**src/rtl/pwm_capture_pkg.sv**
```systemverilog
// Shared types and constants for the PWM capture block.
package pwm_capture_pkg;

  typedef enum logic [2:0] {
    IDLE,
    ARM,
    WAIT_RISE,
    HIGH,
    LOW
  } pwm_capture_state_e;

  localparam int unsigned MinSyncStages = 2;

endpackage

```
**src/rtl/pwm_capture_sync.sv**
```systemverilog
// Synchroniser chain for the asynchronous PWM input, with edge detection.
module pwm_capture_sync
  import pwm_capture_pkg::*;
#(
  parameter int unsigned SyncStages = 2
) (
  input  logic i_clk,
  input  logic i_rst,
  input  logic i_pwm,
  output logic o_pwm_sync,
  output logic o_rise_c,
  output logic o_fall_c
);

  // Chains shorter than two flops are not metastability-safe; clamp them.
  localparam int unsigned Stages = (SyncStages < MinSyncStages) ? MinSyncStages : SyncStages;

  logic [Stages-1:0] r_sync;
  logic              r_prev;

  always_ff @(posedge i_clk) begin
    if (i_rst) begin
      r_sync <= '0;
      r_prev <= 1'b0;
    end else begin
      r_sync <= {r_sync[Stages-2:0], i_pwm};
      r_prev <= r_sync[Stages-1];
    end
  end

  assign o_pwm_sync = r_sync[Stages-1];
  assign o_rise_c   = r_sync[Stages-1] & ~r_prev;
  assign o_fall_c   = ~r_sync[Stages-1] & r_prev;

endmodule

```
**src/rtl/pwm_capture.sv**
```systemverilog
// Measures period and high time of an external PWM waveform in clock cycles
// and publishes each completed measurement with a one-cycle valid strobe.
module pwm_capture
  import pwm_capture_pkg::*;
#(
  parameter int unsigned CounterSize = 16,
  parameter int unsigned SyncStages  = 2
) (
  input  logic                   clk_i,
  input  logic                   rst_i,
  input  logic                   enable_i,
  input  logic                   pwm_i,
  output logic [CounterSize-1:0] period_o,
  output logic [CounterSize-1:0] high_time_o,
  output logic                   overflow_o,
  output logic                   valid_o
);

  localparam logic [CounterSize-1:0] CntMax = {CounterSize{1'b1}};

  pwm_capture_state_e r_state;
  pwm_capture_state_e w_state_next;

  logic                   w_pwm_sync;
  logic                   w_rise_c;
  logic                   w_fall_c;
  logic [CounterSize-1:0] r_cnt;
  logic [CounterSize-1:0] r_high_cnt;
  logic [CounterSize-1:0] r_period;
  logic [CounterSize-1:0] r_high_time;
  logic                   r_overflow;
  logic                   r_valid;

  logic w_cnt_clr;
  logic w_cnt_load;
  logic w_cnt_inc;
  logic w_high_latch;
  logic w_publish;
  logic w_saturate;

  pwm_capture_sync #(
    .SyncStages(SyncStages)
  ) u_sync (
    .i_clk     (clk_i),
    .i_rst     (rst_i),
    .i_pwm     (pwm_i),
    .o_pwm_sync(w_pwm_sync),
    .o_rise_c  (w_rise_c),
    .o_fall_c  (w_fall_c)
  );

  always_ff @(posedge clk_i) begin
    if (rst_i) r_state <= IDLE;
    else       r_state <= w_state_next;
  end

  // Next state and datapath controls; disable overrides every edge and saturation.
  always_comb begin
    w_state_next = r_state;
    w_cnt_clr    = 1'b0;
    w_cnt_load   = 1'b0;
    w_cnt_inc    = 1'b0;
    w_high_latch = 1'b0;
    w_publish    = 1'b0;
    w_saturate   = 1'b0;
    if (!enable_i) begin
      w_state_next = IDLE;
      w_cnt_clr    = (r_state == IDLE);
    end else begin
      unique case (r_state)
        IDLE: begin
          w_cnt_clr    = 1'b1;
          w_state_next = ARM;
        end
        ARM: begin
          if (!w_pwm_sync) w_state_next = WAIT_RISE;
        end
        WAIT_RISE: begin
          if (w_rise_c) begin
            w_cnt_load   = 1'b1;
            w_state_next = HIGH;
          end
        end
        HIGH: begin
          if (w_fall_c) begin
            w_high_latch = 1'b1;
            w_cnt_inc    = 1'b1;
            w_state_next = LOW;
          end else if (r_cnt == CntMax) begin
            w_saturate   = 1'b1;
            w_state_next = ARM;
          end else begin
            w_cnt_inc = 1'b1;
          end
        end
        LOW: begin
          if (w_rise_c) begin
            w_publish    = 1'b1;
            w_cnt_load   = 1'b1;
            w_state_next = HIGH;
          end else if (r_cnt == CntMax) begin
            w_saturate   = 1'b1;
            w_state_next = ARM;
          end else begin
            w_cnt_inc = 1'b1;
          end
        end
        default: w_state_next = IDLE;
      endcase
    end
  end

  always_ff @(posedge clk_i) begin
    if (rst_i) begin
      r_cnt       <= '0;
      r_high_cnt  <= '0;
      r_period    <= '0;
      r_high_time <= '0;
      r_overflow  <= 1'b0;
      r_valid     <= 1'b0;
    end else begin
      r_valid <= w_publish | w_saturate;
      if (w_cnt_clr)                          r_cnt <= '0;
      else if (w_cnt_load)                    r_cnt <= CounterSize'(1);
      else if (w_cnt_inc && r_cnt != CntMax)  r_cnt <= r_cnt + CounterSize'(1);
      if (w_high_latch) r_high_cnt <= r_cnt;
      if (w_publish) begin
        r_period    <= r_cnt;
        r_high_time <= r_high_cnt;
        r_overflow  <= 1'b0;
      end else if (w_saturate) begin
        r_period    <= CntMax;
        r_high_time <= (r_state == HIGH) ? CntMax : r_high_cnt;
        r_overflow  <= 1'b1;
      end
    end
  end

  assign period_o    = r_period;
  assign high_time_o = r_high_time;
  assign overflow_o  = r_overflow;
  assign valid_o     = r_valid;

endmodule
```
**config.mk**
```make
export PLATFORM = sky130hd
export DESIGN_NAME = pwm_capture
export DESIGN_NICKNAME = d
export VERILOG_FILES = /design/src/rtl/pwm_capture_pkg.sv /design/src/rtl/pwm_capture_sync.sv /design/src/rtl/pwm_capture.sv
export SDC_FILE = /design/constraint.sdc
export NUM_CORES = 1
export LEC_CHECK = 0
export ABC_AREA = 1
export BUFFER_PORTS_ARGS = -buffer_cell sky130_fd_sc_hd__buf_2
export CORE_AREA = 5 5 76 113
export DETAILED_ROUTE_END_ITERATION = 12
export DIE_AREA = 0 0 81 118
export GPL_TIMING_DRIVEN = 0
export MAX_ROUTING_LAYER = met4
export PLACE_DENSITY = 0.71
export REMOVE_ABC_BUFFERS = 1
export SLEW_MARGIN = 20
export SYNTH_ARGS = -nofsm -noshare
export SYNTH_HDL_FRONTEND = slang
export SYNTH_HIERARCHICAL = 1
export SYNTH_SLANG_ARGS = --single-unit
```
**constraint.sdc**
```tcl
create_clock -name clk_i -period 1.75 [get_ports clk_i]
set_clock_uncertainty 0.15 [all_clocks]
set_input_delay 0.0875 -clock clk_i [delete_from_list [all_inputs] [get_ports clk_i]]
set_output_delay 0.0875 -clock clk_i [all_outputs]
set_load 0.01 [all_outputs]
```
==> results of run 1 <==
-- timing repair --
action | in CTS | in global routing
hold buffers | 1 | 0
endpoints found under the hold margin | 1 | 0
setup endpoints to repair | 63 | 57
resized for setup | 23 | 62
setup buffers | 6 | 6
cloned | 2 | 5
pin swaps | 4 | 15
-- synthesized netlist by cell type --
cell type	count	area, µm²
dfxtp_1	72	1440
nand2_4	1	11.3
inv_1	53	199
nand2_2	2	12.5
xnor2_1	2	17.5
buf_4	2	15.0
nand3b_1	1	7.51
nor2_1	38	143
xor2_1	6	52.6
and2_1	2	12.5
nor3_1	3	15.0
nand3_2	3	30.0
o21ai_1	19	95.1
ha_1	1	12.5
or2_2	11	68.8
nand2_1	100	375
buf_6	3	33.8
buf_2	7	35.0
nand4_1	5	31.3
a21boi_0	1	7.51
inv_2	5	18.8
nor2_4	1	11.3
nand3_4	1	17.5
nor2_2	3	18.8
clkbuf_1	8	30.0
a21oi_1	61	305
buf_1	1	3.75
nand3_1	28	140
o21ai_0	19	95.1
-- layer usage --
layer  GRT usage [%]  wire length [µm]  vias up  share of wire [%]
met4            8.25               191        0                2.3
met5               -                 0        -                  0
met1            18.7              3220     1428                 39
met3            4.44               407       17                4.9
li1                -                 -     1568                  -
met2            28.1              4490       80                 54
-- metrics by stage --
stage / utilization, % / instance area, µm² / total power [W] / worst slack (ns)
2_1_floorplan: - / 3140 / 0.00173 / -0.137
3_3_place_gp: 45.9 / 3450 / 0.00176 / -0.677
3_5_place_dp: 45.9 / 3450 / 0.00176 / -0.722
4_1_cts: 52.2 / 3930 / 0.00357 / 0.00294
5_1_grt: 56.9 / 4270 / 0.00367 / -0.0458
6_report: 56.9 / 4270 / 0.00355 / 0.0243
-- power groups by stage --
stage	logic, W	registers (W)	clock network, W
6_report	0.0000900	0.00164	0.00181
5_1_grt	0.000100	0.00164	0.00193
4_1_cts	0.0000810	0.00165	0.00184
3_5_place_dp	0.0000766	0.00169	0
3_3_place_gp	0.0000744	0.00169	0
2_1_floorplan	0.0000448	0.00169	0
-- registers in the layout (all words and copies together) (netlist names) --
name,flops
r_state,3
high_time_o,16
valid_o,1
r_high_cnt,16
period_o,16
r_cnt,16
u_sync/r_prev,1
overflow_o,1
u_sync/r_sync,2
-- final timing paths --
path	start	end	slack [ns]	cells past startpoint
max	r_cnt[1]	high_time_o[2]	0.02	10
min	enable_i	r_state[0]	0.08	5
max reg2reg	r_cnt[1]	high_time_o[2]	0.02	10
min reg2reg	u_sync/r_sync[0]	u_sync/r_sync[1]	0.24	2
-- worst max-delay path: stages (launching register included) --
cell	delay, ns
dfxtp_4	0.37
ha_4	0.16
inv_2	0.04
nor2_4	0.08
nand2_2	0.08
nor2_4	0.16
nand3_4	0.11
buf_12	0.15
clkbuf_16	0.15
nand3_2	0.06
a21oi_2	0.06
-- cell type report --
class                      count  area (µm²)
timing repair buffer          53         384
clock inverter                 6        68.8
tap                          102         128
multi-input combinational    312        1750
sequential                    72        1480
fill                         731        3240
inverter                      58         233
clock buffer                  10         229
-- logic make-up after synthesis --
| group | Yosys count | synth area share, % |
|---|---|---|
| AND/OR/NAND/NOR | 199 | 27.5 |
| AO/OA/AOI/OAI | 100 | 15.4 |
| buffers and inverters | 79 | 10.3 |
| flip-flops | 72 | 44.3 |
| XOR/XNOR | 8 | 2.15 |
| adder cells (fa/ha/maj) | 1 | 0.384 |
==> run metrics, run 1 <==
status=complete, no violations; Psw=0.000775 W; Mapped Cells=about 460; post-synthesis register bit count=72; Hold/Removal Path Class=in -> reg; period utilization=98.6%; DR iter-0 viols=roughly 220; DPL Wire Length=4960 µm; Residual DRC=0; WP data required=1.79 ns; CTS tree=built; DR pass1 iterations=4; hold_ws=slightly below 0.08 ns; Slew headroom=51.0%; Int Power=0.00277 W; Max-cap violations=0; RSZ-0062 raised after global routing=true; crit start category=flop; share of layout cells above drive strength 1=30.9%; Initial Utilization=43.3%; clock sinks=between 70 and 80; commonest non-fill, non-tap cell in the layout=nand2_1; cts bufs inserted=9; CTS HTree Levels=3; mapped cell area=~0.0033 mm²; largest net degree at the start of global routing=39; post-synthesis cell type count=29; n_diodes=0; row count=39; Die Ht=~120 µm; final hold vios=0; routed len/inst=~14 µm; register area share after synthesis=44.3%; Worst-path clk slew=about 0.06 ns; total core area=approximately 0.0075 mm²; area of the die=0.00956 mm²; crit path max fanout=5; switching fraction of total power=21.9%; count of final setup violators=0; # port buffers=37; Vias=around 3,100; CTS max path bufs=2; Comb pwr share=2.5%; placed cell count=577; initial antenna violation count=0; GPL Wtd Cong=0.911; WS Path Type=reg -> reg; number of vias per cell=5.05; Flop pwr share=46.3%; Worst Max-Slew Pin Slew=roughly 0.73 ns; Arr. time, crit path=about 1.8 ns; worst skew pair latency=roughly 0.33 ns; P&R area growth vs syn=31.2%; LEAKAGE=1.90 nW; Cell Pwr Density=830 mW/mm²; VDD IR max=572 µV; fin crit period=1.73 ns; vias in the first global route=2,798; commonest non-fill, non-tap cells in the layout=nand2_1, a21oi_1, dfxtp_1; DRT Wirelength=8310 µm; final max-slew violation count=0; fmax=0.579 GHz; Synth Warn #=6; Crit. End Element=flop; post-route ant nets=0; I/O Pins=38; clock group share of total power=51.1%; Mapped Avg Cell Area=~7 µm²; global-route wire length before repair=12,600 µm; Final Non-Filler Cells=613; Die W=81 µm; total grt overflow=0; Total GRT Usage=17.1%; Root Driver=clkbuf_16; fin nets=a little over 500; setup TNS=0 ns
Power figures use the tool's default switching activity.
==> inputs of run 2 (changes only) <==
--- a/config.mk
+++ b/config.mk
@@ -13,3 +13,2 @@
 export GPL_TIMING_DRIVEN = 0
-export MAX_ROUTING_LAYER = met4
 export PLACE_DENSITY = 0.71
--- a/constraint.sdc
+++ b/constraint.sdc
@@ -4,2 +4,2 @@
 set_output_delay 0.0875 -clock clk_i [all_outputs]
-set_load 0.01 [all_outputs]
+set_load 0.05 [all_outputs]
==> run metrics, run 2 (synthesis gave the netlist of run 1 again) <==
initial antenna violation count=0; clock sinks=72; final core utilization=56.9%; share of layout cells above drive strength 1=30.9%; vias in the first global route=2,795; period utilization=99.2%; Die W=around 80 µm; global-route wire length before repair=12,600 µm; total grt overflow=0; commonest non-fill, non-tap cells in the layout=nand2_1, a21oi_1, dfxtp_1; # port buffers=37; WS Path Type=reg -> reg; routed len/inst=13.5 µm; Max-cap violations=0; hold_ws=0.0759 ns; Residual DRC=0; Crit. End Element=flop; Slew headroom=about 50%; Worst Max-Slew Pin Slew=around 0.75 ns; WP data required=1.79 ns; cts bufs inserted=9; Worst-path clk slew=0.06 ns; fin nets=511; CTS max path bufs=2; Cell Pwr Density=831 mW/mm²; number of vias per cell=5.03; VDD IR max=572 µV; total core area=0.00751 mm²; DR pass1 iterations=4; status=complete, no violations; crit start category=flop; P&R area growth vs syn=31.2%; count of final setup violators=0; Die Ht=around 120 µm; post-route ant nets=0; largest net degree at the start of global routing=39; crit path max fanout=6; LEAKAGE=1.90 nW; DR iter-0 viols=202; CP max stage delay=0.39 ns; Vias=3,081; Hold/Removal Path Class=in -> reg; CTS tree=built; final max-slew violation count=0; Total GRT Usage=16.6%; Fill cells=731; n_diodes=0; worst path cell trace=nand2_1, nor2_2, nand2_2, nor2_4, nand3_4, buf_12, clkbuf_16, nand3_2, a21oi_2; area of the die=0.00956 mm²; DRT Wirelength=8300 µm; row count=39; RSZ-0062 raised after global routing=true; fin crit period=between 1.5 and 2 ns; Arr. time, crit path=1.77 ns; CP Launch Point=r_cnt[11]; commonest non-fill, non-tap cell in the layout=nand2_1; Root Driver=clkbuf_16; reg-to-reg startpoint=r_cnt[11]; worst skew pair latency=roughly 0.33 ns; final hold vios=0; Initial Utilization=around 43%; hold path start=enable_i; GPL Wtd Cong=0.896; DPL Wire Length=4960 µm; fmax=about 0.58 GHz; I/O Pins=38; CTS HTree Levels=3; CP max stage cell=dfxtp_4
run 2: cell counts in the layout (fill, tap and decap cells not counted):
No cell type changed its count.
run 2: final cells by class:
cell class / count / area, µm² / share of cell area [%]
multi-input cells: 312 / 1750 / 41.0
inverters: 58 / 233 / 5.45
flip-flops and latches: 72 / 1480 / 34.6
clock inverters: 6 / 68.8 / 1.61
repair buffers: 53 / 384 / 8.99
clock buffers: 10 / 229 / 5.36
well taps: 102 / 128 / 2.99
run 2: where the power goes:
| group | internal [W] | switching [W] |
|---|---|---|
| Sequential | 0.00164 | 0.00000804 |
| Clock | 0.00111 | 0.000705 |
| Combinational | 0.0000264 | 0.0000634 |
run 2: worst max-delay path: cells and delay by family (launching register included):
| family | cells | cell delay, ns |
|---|---|---|
| AO/OA/AOI/OAI | 1 | 0.06 |
| buffers and inverters | 2 | 0.30 |
| flip-flops | 1 | 0.39 |
| AND/OR/NAND/NOR | 6 | 0.68 |
run 2: metal layers:
metal	up-vias	routed length, µm	GRT usage [%]
li1	1569	-	-
met1	1425	3310	18.7
met5	-	0	0
met4	0	206	8.25
met2	70	4480	28.0
met3	17	301	4.44
run 2: path summary, 6_finish.rpt:
check                      to  slack (ns)  cells after the start
max reg2reg    high_time_o[2]        0.01                      9
min                r_state[0]        0.08                      5
max            high_time_o[2]        0.01                      9
min reg2reg  u_sync/r_sync[1]        0.25                      2
run 2: what timing repair did:
item	in CTS	in global routing
setup endpoints to repair	63	57
gates cloned	2	5
setup buffers	6	6
resized for setup	23	62
endpoints found under the hold margin	1	0
pin swaps	4	15
hold buffers	1	0
run 2: through the flow:
stage          TNS, ns  instances  area (µm²)  total power [W]  setup WS (ns)
6_report             0        613        4270          0.00355         0.0148
2_1_floorplan    -2.58        438        3140          0.00173         -0.137
4_1_cts              0        602        3930          0.00357        0.00294
5_1_grt          -1.39        613        4270          0.00367        -0.0800
3_3_place_gp    -27.35        577        3450          0.00176         -0.677
3_5_place_dp    -29.13        577        3450          0.00176         -0.722
